==> config.mk <==
export PLATFORM = sky130hd
export DESIGN_NAME = simon_autoplayer
export DESIGN_NICKNAME = d
export VERILOG_FILES = /design/src/rtl/simon_pkg.sv /design/src/rtl/decoder_2_4.sv /design/src/rtl/simon_autoplayer.sv
export SDC_FILE = /design/constraint.sdc
export NUM_CORES = 1
export LEC_CHECK = 0
export CAP_MARGIN = 20
export CORE_UTILIZATION = 62
export CTS_CLUSTER_DIAMETER = 200
export DETAILED_ROUTE_END_ITERATION = 10
export GPL_TIMING_DRIVEN = 0
export HOLD_SLACK_MARGIN = 0.03
export PLACE_DENSITY = 0.83
export SLEW_MARGIN = 10
export SYNTH_ARGS = -nofsm -noshare
export SYNTH_HDL_FRONTEND = slang
export SYNTH_SLANG_ARGS = --single-unit
==> constraint.sdc <==
create_clock -name CLOCK_50 -period 3.7 [get_ports CLOCK_50]
set_clock_uncertainty 0.05 [all_clocks]
set_input_delay 1.11 -clock CLOCK_50 [delete_from_list [all_inputs] [get_ports CLOCK_50]]
set_output_delay 1.11 -clock CLOCK_50 [all_outputs]
set_load 0.03 [all_outputs]
==> src/rtl/simon_pkg.sv <==
// Shared Simon definitions: autoplayer state encoding, LED helpers and memory depth.
package simon_pkg;

    localparam int unsigned MEM_DEPTH = 10;

    typedef enum logic [1:0] {
        ST_CAPTURE  = 2'd0,
        ST_PRESS    = 2'd1,
        ST_GAP      = 2'd2,
        ST_WAIT_LOW = 2'd3
    } autoplayer_state_t;

    function automatic logic is_onehot(input logic [3:0] v);
        return (v != 4'd0) && ((v & (v - 4'd1)) == 4'd0);
    endfunction

    function automatic logic [1:0] onehot_to_idx(input logic [3:0] v);
        logic [1:0] idx;
        idx = 2'd0;
        for (int i = 0; i < 4; i++) begin
            if (v[i]) idx = 2'(i);
        end
        return idx;
    endfunction

endpackage

==> src/rtl/decoder_2_4.sv <==
// 2-to-4 one-hot decoder.
module decoder_2_4 (
    input  logic [1:0] idx,
    output logic [3:0] onehot_c
);

    assign onehot_c = 4'b0001 << idx;

endmodule

==> src/rtl/simon_autoplayer.sv <==
// Records the Simon LED blink sequence and replays it on the switches once the game accepts input.
// Optional feature macro: SIMON_AUTOPLAYER_MISTAKE_EN (corrupts the last replayed colour on request).
module simon_autoplayer
    import simon_pkg::*;
#(
    parameter int unsigned MAX_LEN      = MEM_DEPTH,
    parameter int unsigned PRESS_CYCLES = 2,
    parameter int unsigned GAP_CYCLES   = 2
) (
    input  logic                         CLOCK_50,
    input  logic                         reset,
    input  logic [3:0]                   led_in,
    input  logic                         accept_in,
    input  logic                         inject_err,
    output logic [3:0]                   sw_out,
    output logic                         busy,
    output logic                         done,
    output logic [$clog2(MAX_LEN+1)-1:0] len,
    output logic                         bad_led,
    output logic                         overflow
);

    localparam int unsigned LEN_W   = $clog2(MAX_LEN + 1);
    localparam int unsigned IDX_W   = $clog2(MAX_LEN);
    localparam int unsigned CNT_MAX = (PRESS_CYCLES > GAP_CYCLES) ? PRESS_CYCLES : GAP_CYCLES;
    localparam int unsigned CNT_W   = $clog2(CNT_MAX + 1);

    autoplayer_state_t state_q, state_d;
    logic [LEN_W-1:0]  len_q, len_d;
    logic [LEN_W-1:0]  rd_q, rd_d;
    logic [CNT_W-1:0]  cnt_q, cnt_d;
    logic [3:0]        sw_out_q, sw_out_d;
    logic              busy_q, busy_d;
    logic              done_q, done_d;
    logic              bad_led_q, bad_led_d;
    logic              overflow_q, overflow_d;
    logic [3:0]        led_prev_q;
    logic [1:0]        mem_q [MAX_LEN];

    logic              wr_en_c;
    logic [LEN_W-1:0]  rd_nxt_c;
    logic [1:0]        mem_rd_c;
    logic [1:0]        sel_idx_c;
    logic [3:0]        press_pat_c;

    // Element about to be pressed: the first on replay start, otherwise the next one.
    assign rd_nxt_c = (state_q == ST_CAPTURE) ? '0 : rd_q + LEN_W'(1);
    assign mem_rd_c = (rd_nxt_c < LEN_W'(MAX_LEN)) ? mem_q[IDX_W'(rd_nxt_c)] : 2'd0;

`ifdef SIMON_AUTOPLAYER_MISTAKE_EN
    logic err_q, err_d;
    logic err_now_c;

    // On replay start the request is taken straight from the input so a 1-element replay sees it.
    assign err_now_c = (state_q == ST_CAPTURE) ? inject_err : err_q;
    assign sel_idx_c = (err_now_c && (rd_nxt_c == len_q - LEN_W'(1))) ? mem_rd_c + 2'd1 : mem_rd_c;
`else
    logic unused_inject_err;

    assign unused_inject_err = inject_err;
    assign sel_idx_c         = mem_rd_c;
`endif

    decoder_2_4 u_dec (
        .idx      (sel_idx_c),
        .onehot_c (press_pat_c)
    );

    always_comb begin
        state_d    = state_q;
        len_d      = len_q;
        rd_d       = rd_q;
        cnt_d      = cnt_q;
        sw_out_d   = sw_out_q;
        busy_d     = busy_q;
        done_d     = 1'b0;
        bad_led_d  = bad_led_q;
        overflow_d = overflow_q;
        wr_en_c    = 1'b0;
`ifdef SIMON_AUTOPLAYER_MISTAKE_EN
        err_d      = err_q;
`endif
        unique case (state_q)
            ST_CAPTURE: begin
                if (accept_in) begin
                    if (len_q != '0) begin
                        state_d  = ST_PRESS;
                        rd_d     = '0;
                        cnt_d    = '0;
                        sw_out_d = press_pat_c;
                        busy_d   = 1'b1;
`ifdef SIMON_AUTOPLAYER_MISTAKE_EN
                        err_d    = inject_err;
`endif
                    end else begin
                        state_d = ST_WAIT_LOW;
                        done_d  = 1'b1;
                        len_d   = '0;
                    end
                end else if (is_onehot(led_in)) begin
                    if (led_prev_q == 4'd0) begin
                        if (len_q == LEN_W'(MAX_LEN)) begin
                            overflow_d = 1'b1;
                        end else begin
                            wr_en_c = 1'b1;
                            len_d   = len_q + LEN_W'(1);
                        end
                    end
                end else if (led_in != 4'd0) begin
                    bad_led_d = 1'b1;
                end
            end
            ST_PRESS, ST_GAP: begin
                if (!accept_in) begin
                    // Game left the accept phase early: drop everything without a done pulse.
                    state_d  = ST_CAPTURE;
                    sw_out_d = 4'd0;
                    busy_d   = 1'b0;
                    len_d    = '0;
                    cnt_d    = '0;
                end else if (state_q == ST_PRESS) begin
                    if (cnt_q == CNT_W'(PRESS_CYCLES - 1)) begin
                        state_d  = ST_GAP;
                        cnt_d    = '0;
                        sw_out_d = 4'd0;
                    end else begin
                        cnt_d = cnt_q + CNT_W'(1);
                    end
                end else if (cnt_q == CNT_W'(GAP_CYCLES - 1)) begin
                    cnt_d = '0;
                    if (rd_q < len_q - LEN_W'(1)) begin
                        state_d  = ST_PRESS;
                        rd_d     = rd_nxt_c;
                        sw_out_d = press_pat_c;
                    end else begin
                        state_d = ST_WAIT_LOW;
                        done_d  = 1'b1;
                        busy_d  = 1'b0;
                        len_d   = '0;
                    end
                end else begin
                    cnt_d = cnt_q + CNT_W'(1);
                end
            end
            ST_WAIT_LOW: begin
                if (!accept_in) state_d = ST_CAPTURE;
            end
            default: state_d = ST_CAPTURE;
        endcase
    end

    always_ff @(posedge CLOCK_50 or posedge reset) begin
        if (reset) begin
            state_q    <= ST_CAPTURE;
            len_q      <= '0;
            rd_q       <= '0;
            cnt_q      <= '0;
            sw_out_q   <= 4'd0;
            busy_q     <= 1'b0;
            done_q     <= 1'b0;
            bad_led_q  <= 1'b0;
            overflow_q <= 1'b0;
            led_prev_q <= 4'd0;
`ifdef SIMON_AUTOPLAYER_MISTAKE_EN
            err_q      <= 1'b0;
`endif
        end else begin
            state_q    <= state_d;
            len_q      <= len_d;
            rd_q       <= rd_d;
            cnt_q      <= cnt_d;
            sw_out_q   <= sw_out_d;
            busy_q     <= busy_d;
            done_q     <= done_d;
            bad_led_q  <= bad_led_d;
            overflow_q <= overflow_d;
            led_prev_q <= led_in;
`ifdef SIMON_AUTOPLAYER_MISTAKE_EN
            err_q      <= err_d;
`endif
        end
    end

    // Colour storage, written only on a capture event.
    always_ff @(posedge CLOCK_50 or posedge reset) begin
        if (reset) begin
            for (int i = 0; i < int'(MAX_LEN); i++) mem_q[i] <= 2'd0;
        end else if (wr_en_c) begin
            mem_q[IDX_W'(len_q)] <= onehot_to_idx(led_in);
        end
    end

    assign sw_out   = sw_out_q;
    assign busy     = busy_q;
    assign done     = done_q;
    assign len      = len_q;
    assign bad_led  = bad_led_q;
    assign overflow = overflow_q;

endmodule

==> results of run 1 <==
critical path: cells and delay by family:
family          cells  cell delay [ns]
xor+xnor            1             0.17
compound gates      3             1.11
mux                 1             0.35
buf+inv             1             0.60
cell usage after synthesis, types with 4 or more instances:
library cell | number | share of area, %
dfrtp_1 | 44 | 43
mux2_2 | 22 | 9.8
nand2_1 | 15 | 2.2
inv_1 | 14 | 2.1
nor2_1 | 14 | 2.1
ha_1 | 12 | 5.9
nor3_1 | 12 | 2.4
o21ai_0 | 12 | 2.4
nand3_1 | 9 | 1.8
a21oi_1 | 8 | 1.6
clkbuf_1 | 8 | 1.2
mux2i_1 | 5 | 2.0
nand2b_1 | 4 | 0.99
o211ai_1 | 4 | 1.2
o31ai_1 | 4 | 1.2
or2_2 | 4 | 0.99
path summary, 6_finish.rpt:
check                                          from                    to  slack (ns)  cells after the start
worst max-delay path                      led_in[2]    len[0]$_DFFE_PP0P_        0.51                      6
worst min-delay path            bad_led$_DFFE_PP0P_   bad_led$_DFFE_PP0P_        0.42                      2
worst max register to register   len[0]$_DFFE_PP0P_    len[0]$_DFFE_PP0P_        0.94                      8
worst min register to register  bad_led$_DFFE_PP0P_   bad_led$_DFFE_PP0P_        0.42                      2
max in group asynchronous                     reset  mem_q[7]$_DFFE_PP0P_        2.01                      3
min in group asynchronous                     reset  cnt_q[0]$_DFFE_PP0P_        1.11                      2
layer usage:
layer / vias to the layer above / GRT usage (%) / part of all wire [%]
li1: 946 / - / -
met1: 981 / 40.8 / 45
met5: - / 0 / 0
met3: 6 / 3.79 / 5.1
met2: 65 / 46.7 / 49
met4: 0 / 8.24 / 1.1
flip-flops by register name, summed over array words and instances, names as in the netlist:
| name | flops |
|---|---|
| bad_led | 1 |
| busy | 1 |
| cnt_q | 2 |
| done | 1 |
| led_prev_q | 4 |
| len | 4 |
| mem_q | 20 |
| overflow | 1 |
| rd_q | 4 |
| state_q | 2 |
| sw_out | 4 |
logic make-up (layout without fill, tap and decap cells):
logic type	after synthesis	in the layout
fa+ha+maj	12	12
simple gates	69	69
flops	44	44
mux	30	30
xor+xnor	6	6
compound gates	59	59
buf+inv	24	49
layout make-up:
type	instances	area (µm²)
tap	48	60.1
clock buffer	7	96.3
buffer	10	48.8
inverter	14	52.6
timing repair buffer	18	198
multi-input combinational	176	1340
sequential	44	1100
fill	273	907
where the power goes:
| group | switching (mW) | internal, mW |
|---|---|---|
| combinational | 0.636 | 0.403 |
| sequential | 0.0622 | 0.557 |
| clock | 0.153 | 0.166 |
per-stage QoR:
step	hold slack, ns	util, %	area, µm²	setup slack [ns]
floorplan	0.399	-	2540	1.05
global placement	0.402	72.9	2770	0.252
detailed placement	0.407	73.6	2800	0.227
CTS	0.425	76.1	2890	0.530
global route	0.464	76.1	2890	0.366
finish	0.421	76.1	2890	0.507
layout by cell type (no fill, tap or decap), types with 4 or more instances in the layout:
master and count:
o21ai_0 12, or2_2 4, ha_1 12, nor3_1 12
inv_1 13, mux2_2 22, o211ai_1 4, dfrtp_1 44
clkbuf_1 8, nand2b_1 4, clkdlybuf4s50_1 17, clkbuf_8 8
o31ai_1 4, nor2_1 14, nand3_1 9, a21oi_1 8
nand2_1 15, mux2i_1 5
==> reports/results.tsv, run 1 <==
stage	metric	value	unit
outcome	status	finished clean	
logic_synthesis	post-synthesis xor/xnor area fraction	2.07	%
finish	Layout area overhead	14.0	%
finish	Diodes inserted	0	
job	max-cap violation count	0	
power_and_ir_drop	P_leak	1.30	nW
clocking	TritonCTS buffer count	5	
power_and_ir_drop	worst vdd rail ir drop	0.384	mV
floorplanning	io pins	20	
logic_synthesis	share of flip-flops with an asynchronous set or reset	100	%
clocking	Max clock buf depth	2	
finish	non-filler instance count after layout	317	
logic_synthesis	post-synthesis mux area share	13.5	%
placement	Detail Placement HPWL	4050	µm
sta	Pins Over Slew Limit	0	
detailed_routing	TritonRoute pass-1 iters	5	
finish	share of layout cells above drive strength 1	16.4	%
detailed_routing	antenna-violating nets left	0	
sta	period utilization	86.3	%
global_routing	GRT overflow	0	
clocking	Root Buffer	clkbuf_8	
setup_path	Setup CP Type	in -> reg	
floorplanning	Chip Width	66.0	µm
clocking	Setup Fix Bufs, Post-CTS	0	
logic_synthesis	Post-Synth Simple-Gate Area	13.8	%
global_routing	maximum number of pins on one net before global-route repair	24	
floorplanning	Die Ht	66.0	µm
logic_synthesis	area share of fa/ha/maj cells after synthesis	5.92	%
power_and_ir_drop	Pwr Density	684	mW/mm²
detailed_routing	vias per inst	6.30	
clocking	CTS tree	yes	
global_routing	vias in the first global route	1948	
placement	GPL Wtd Cong	0.837	
logic_synthesis	Seq/Total Area, Yosys	43.4	%
logic_synthesis	number of synthesized flops with an enable pin	0	
global_routing	Overall Global Routing Usage	28.9	%
detailed_routing	WL/cell	17.2	µm
clocking	H-tree depth	2	
logic_synthesis	Primary FF master, synth	dfrtp_1	
clocking	clock slew at reported path FFs	0.08	ns
sta	Least-Margin Pin Slew	0.733	ns
logic_synthesis	main combinational cell family by area after synthesis	compound AO/OA/AOI/OAI gates	
logic_synthesis	compound-gate portion of the synthesized area	17.4	%
power_and_ir_drop	Pwr Total	1.98	mW
sta	final setup fails	0	
setup_path	type of destination of the critical path	flip-flop	
logic_synthesis	synthesized area	0.00254	mm²
clocking	CTS resizes	0	
sta	Max Fclk	313	MHz
placement	Placed Instances	310	
sta	Fin. Hold Viols	0	
sta	unrepaired setup endpoints after global routing	false	
setup_path	critical path launch point type	input pin	
detailed_routing	total wire length	5450	µm
floorplanning	num rows	22	
setup_path	Worst Path Max Fanout	7	
logic_synthesis	Synth Instances	244	
setup_path	Critical Path RT	3.84	ns
global_routing	first-pass GRT wire length	9490	µm
clocking	Clk Latency, worst-skew pair	0.30	ns
setup_path	CP Data Arrival Time	3.33	ns
sta	Slew headroom	51.0	%
logic_synthesis	flops & latches, synth	44	
logic_synthesis	synth warn	0	
sta	Setup TNS	0	ns
clocking	CTS Sinks	44	
floorplanning	Initial Util	66.8	%
setup_path	max incr delay on CP	0.60	ns
global_routing	initial antenna violation count	0	
setup_path	CP cell instances	clkdlybuf4s50_1, xor2_1, o211ai_1, a221oi_1, o221a_2, mux2_2	
placement	PortBufs	17	
detailed_routing	DRC	0	
logic_synthesis	Mapped Nets	264	
logic_synthesis	number of library cell types mapped by synthesis	55	
floorplanning	DIE AREA	0.00435	mm²
clocking	number of hold buffers added after cts	0	
finish	Layout Nets	289	
detailed_routing	Via Count	1998	
logic_synthesis	syn avg cell area	10.4	µm²
sta	Tmin final	3.19	ns
detailed_routing	1st-iter DRT viols	190	
worst_hold_path	Worst Hold Class	reg -> reg	
setup_path	slowest CP cell	clkdlybuf4s50_1	
floorplanning	core area	0.00380	mm²
(Power assumes the default switching activity.)
==> run 2: changes to the inputs <==
--- a/config.mk
+++ b/config.mk
@@ -6,13 +6,15 @@
 export NUM_CORES = 1
 export LEC_CHECK = 0
 export CAP_MARGIN = 20
-export CORE_UTILIZATION = 62
+export CORE_UTILIZATION = 63
 export CTS_CLUSTER_DIAMETER = 200
 export DETAILED_ROUTE_END_ITERATION = 10
 export GPL_TIMING_DRIVEN = 0
 export HOLD_SLACK_MARGIN = 0.03
-export PLACE_DENSITY = 0.83
+export PLACE_DENSITY = 0.84
+export SKIP_CTS_REPAIR_TIMING = 1
 export SLEW_MARGIN = 10
 export SYNTH_ARGS = -nofsm -noshare
 export SYNTH_HDL_FRONTEND = slang
+export SYNTH_HIERARCHICAL = 1
 export SYNTH_SLANG_ARGS = --single-unit
==> run 2 against run 1 <==
Combinational power grew 6%. Final cell count grew 0.95%. Synthesized cell count grew 0.41%. Cell area grew 2.3%. Die area shrank 0.27%. Synthesized area grew 1.3%. Fmax grew 5.1%. Critical path type unchanged. Highest routed layer unchanged.
==> reports/results.tsv, run 2 <==
stage	metric	value	unit	change
finish	Top reg by flops	mem_q		
finish	share of layout cells above drive strength 1	18.4	%	+2.0 points
floorplanning	Chip Width	65.9	µm	-0.14%
finish	Diodes inserted	0		unchanged
logic_synthesis	number of library cell types mapped by synthesis	46		-16%
detailed_routing	1st-iter DRT viols	200		+5.3%
detailed_routing	antenna-violating nets left	0		unchanged
sta	period utilization	82.1	%	-4.2 points
finish	Layout area overhead	15.0	%	
sta	final setup fails	0		unchanged
logic_synthesis	Synth Instances	245		+0.41%
sta	Max Fclk	329	MHz	+5.1%
logic_synthesis	post-synthesis mux area share	14.8	%	+1.3 points
logic_synthesis	number of synthesized flops with an enable pin	0		unchanged
floorplanning	Initial Util	67.7	%	+0.89 points
logic_synthesis	Area contributors post-synth	dfrtp_1, mux2_2, ha_1		
clocking	Max clock buf depth	2		unchanged
logic_synthesis	synth warn	6		+6
sta	Fin. Hold Viols	0		unchanged
sta	Least-Margin Pin Slew	0.687	ns	-0.0455 ns
clocking	Clk Latency, worst-skew pair	0.30	ns	about the same
detailed_routing	TritonRoute pass-1 iters	4		-1
global_routing	GRT overflow	0		unchanged
logic_synthesis	compound-gate portion of the synthesized area	17.4	%	about the same
setup_path	Worst Path Max Fanout	7		unchanged
logic_synthesis	syn avg cell area	10.5	µm²	+0.92%
power_and_ir_drop	Pwr Total	2.11	mW	+6.8%
floorplanning	num rows	22		unchanged
sta	Setup TNS	0	ns	unchanged
logic_synthesis	commonest cells in the netlist	dfrtp_1, mux2_2, nand2_1		
finish	most frequent cells in the layout	dfrtp_1, mux2_2, nand2_1, clkdlybuf4s50_1, inv_1		
detailed_routing	vias per inst	6.10		-3.3%
clocking	CTS Sinks	44		unchanged
logic_synthesis	post-synthesis xor/xnor area fraction	1.70	%	-0.37 points
setup_path	CP Data Arrival Time	3.17	ns	-0.16 ns
power_and_ir_drop	P_leak	1.32	nW	+0.87%
floorplanning	DIE AREA	0.00434	mm²	-0.27%
logic_synthesis	Mapped Nets	265		+0.38%
detailed_routing	DRC	0		unchanged
detailed_routing	total wire length	5540	µm	+1.5%
finish	post-route cell area	0.00296	mm²	+2.3%
logic_synthesis	largest area contributor in the netlist	dfrtp_1		
setup_path	type of destination of the critical path	flip-flop		
logic_synthesis	Primary FF master, synth	dfrtp_1		
setup_path	max incr delay on CP	0.59	ns	about the same
worst_hold_path	Worst Hold Class	reg -> reg		
logic_synthesis	share of the synthesized area in the top cell type	42.8	%	-0.57 points
sta	Slew headroom	54.1	%	+3.0 points
setup_path	slowest CP cell	clkdlybuf4s50_1		
floorplanning	Die Ht	65.9	µm	-0.14%
global_routing	maximum number of pins on one net before global-route repair	27		+13%
clocking	TritonCTS buffer count	5		unchanged
setup_path	CP cell instances	clkdlybuf4s50_1, xor2_1, o211ai_2, a211oi_4, nand4b_1, mux2_2		
placement	Post-Place Cell Area	0.00283	mm²	+1.3%
finish	max reg flops	20		unchanged
detailed_routing	WL/cell	17.3	µm	+0.59%
sta	Pins Over Slew Limit	0		unchanged
floorplanning	core area	0.00380	mm²	unchanged
global_routing	initial antenna violation count	0		unchanged
placement	Detail Placement HPWL	4030	µm	-0.51%
global_routing	first-pass GRT wire length	9440	µm	-0.58%
sta	unrepaired setup endpoints after global routing	false		
placement	Placed Instances	312		+0.65%
clocking	CTS tree	yes		
logic_synthesis	Seq/Total Area, Yosys	42.8	%	-0.57 points
logic_synthesis	flops & latches, synth	44		unchanged
setup_path	Critical Path RT	3.83	ns	about the same
finish	commonest non-fill, non-tap cell in the layout	dfrtp_1		
placement	PortBufs	18		+1
logic_synthesis	Post-Synth Simple-Gate Area	13.3	%	-0.42 points
sta	Tmin final	3.04	ns	-0.154 ns
logic_synthesis	synthesized area	0.00257	mm²	+1.3%
clocking	Root Buffer	clkbuf_8		
clocking	clock slew at reported path FFs	0.09	ns	about the same
clocking	H-tree depth	2		unchanged
global_routing	vias in the first global route	1937		-0.56%
finish	Layout Nets	291		+0.69%
logic_synthesis	area share of fa/ha/maj cells after synthesis	5.84	%	-0.078 points
logic_synthesis	share of flip-flops with an asynchronous set or reset	100	%	unchanged
power_and_ir_drop	worst vdd rail ir drop	0.405	mV	+5.4%
outcome	status	finished clean		
logic_synthesis	most frequent cell after synthesis	dfrtp_1		
floorplanning	io pins	20		unchanged
logic_synthesis	main combinational cell family by area after synthesis	compound AO/OA/AOI/OAI gates		
job	max-cap violation count	0		unchanged
finish	non-filler instance count after layout	320		+0.95%
detailed_routing	Via Count	1951		-2.4%
placement	GPL Wtd Cong	0.791		-5.4%
global_routing	Overall Global Routing Usage	29.6	%	+0.65 points
setup_path	critical path launch point type	input pin		
setup_path	Setup CP Type	in -> reg		
power_and_ir_drop	Pwr Density	714	mW/mm²	+4.4%
==> run 2: cell types whose count changed after synthesis, sizes merged, moves of 3 or more <==
cell / delta
o31ai: -3
nor2b: +5
nor3: -3
a22oi: +3
mux2i: +5
nand3: -3
o221ai: +4
nand2: +3
nor2: -5
==> run 2: cell type report <==
class	instances	area (µm²)
timing repair buffer	19	200
clock buffer	7	96.3
buffer	10	45.0
clock inverter	1	30.0
tap	48	60.1
fill	260	841
sequential	44	1100
inverter	16	60.1
multi-input combinational	175	1370
==> run 2: logic make-up after synthesis <==
group                      Yosys count
adders and majority gates           12
xor gates and xnor gates             5
buffers and inverters               26
AOI/OAI and AO/OA                   58
muxes                               35
DFF                                 44
and+or+nand+nor                     65
==> run 2: per-stage QoR <==
step	util, %	worst slack [ns]	hold WS, ns
2_1_floorplan	-	1.04	0.422
3_3_place_gp	74.0	0.428	0.404
3_5_place_dp	74.5	0.392	0.408
4_1_cts	77.9	0.670	0.429
5_1_grt	77.9	0.539	0.451
6_report	77.9	0.662	0.428
==> run 2: final timing paths <==
check	startpoint	endpoint	slack [ns]	cells after the start
min in group asynchronous	reset	busy$_DFFE_PP0P_	1.07	2
max	led_in[2]	mem_q[3]$_DFFE_PP0P_	0.66	6
min reg2reg	overflow$_DFFE_PP0P_	overflow$_DFFE_PP0P_	0.43	1
max in group asynchronous	reset	mem_q[3]$_DFFE_PP0P_	2.03	3
max reg2reg	len[0]$_DFFE_PP0P_	rd_q[1]$_DFFE_PP0P_	0.91	8
min	overflow$_DFFE_PP0P_	overflow$_DFFE_PP0P_	0.43	1
==> run 2: where the power goes <==
part | internal (mW) | switching (mW) | leakage [nW]
Sequential | 0.553 | 0.0578 | 0.586
Clock | 0.238 | 0.163 | 0.0645
Combinational | 0.443 | 0.657 | 0.665
Total | 1.23 | 0.877 | 1.32
==> run 2: routing by layer <==
layer  up-vias  part of all wire (%)  GRT usage, %
met2        50                    49          47.8
met5         -                     0             0
met1       954                    45          38.6
li1        933                     -             -
met3        14                   3.7          5.69
met4         0                   2.4          12.2
==> run 2: critical path, delay by kind of cell <==
family	cells	cell delay, ns
AND/OR/NAND/NOR	1	0.24
XOR/XNOR	1	0.23
AO/OA/AOI/OAI	2	0.66
multiplexers	1	0.34
buffers and inverters	1	0.59
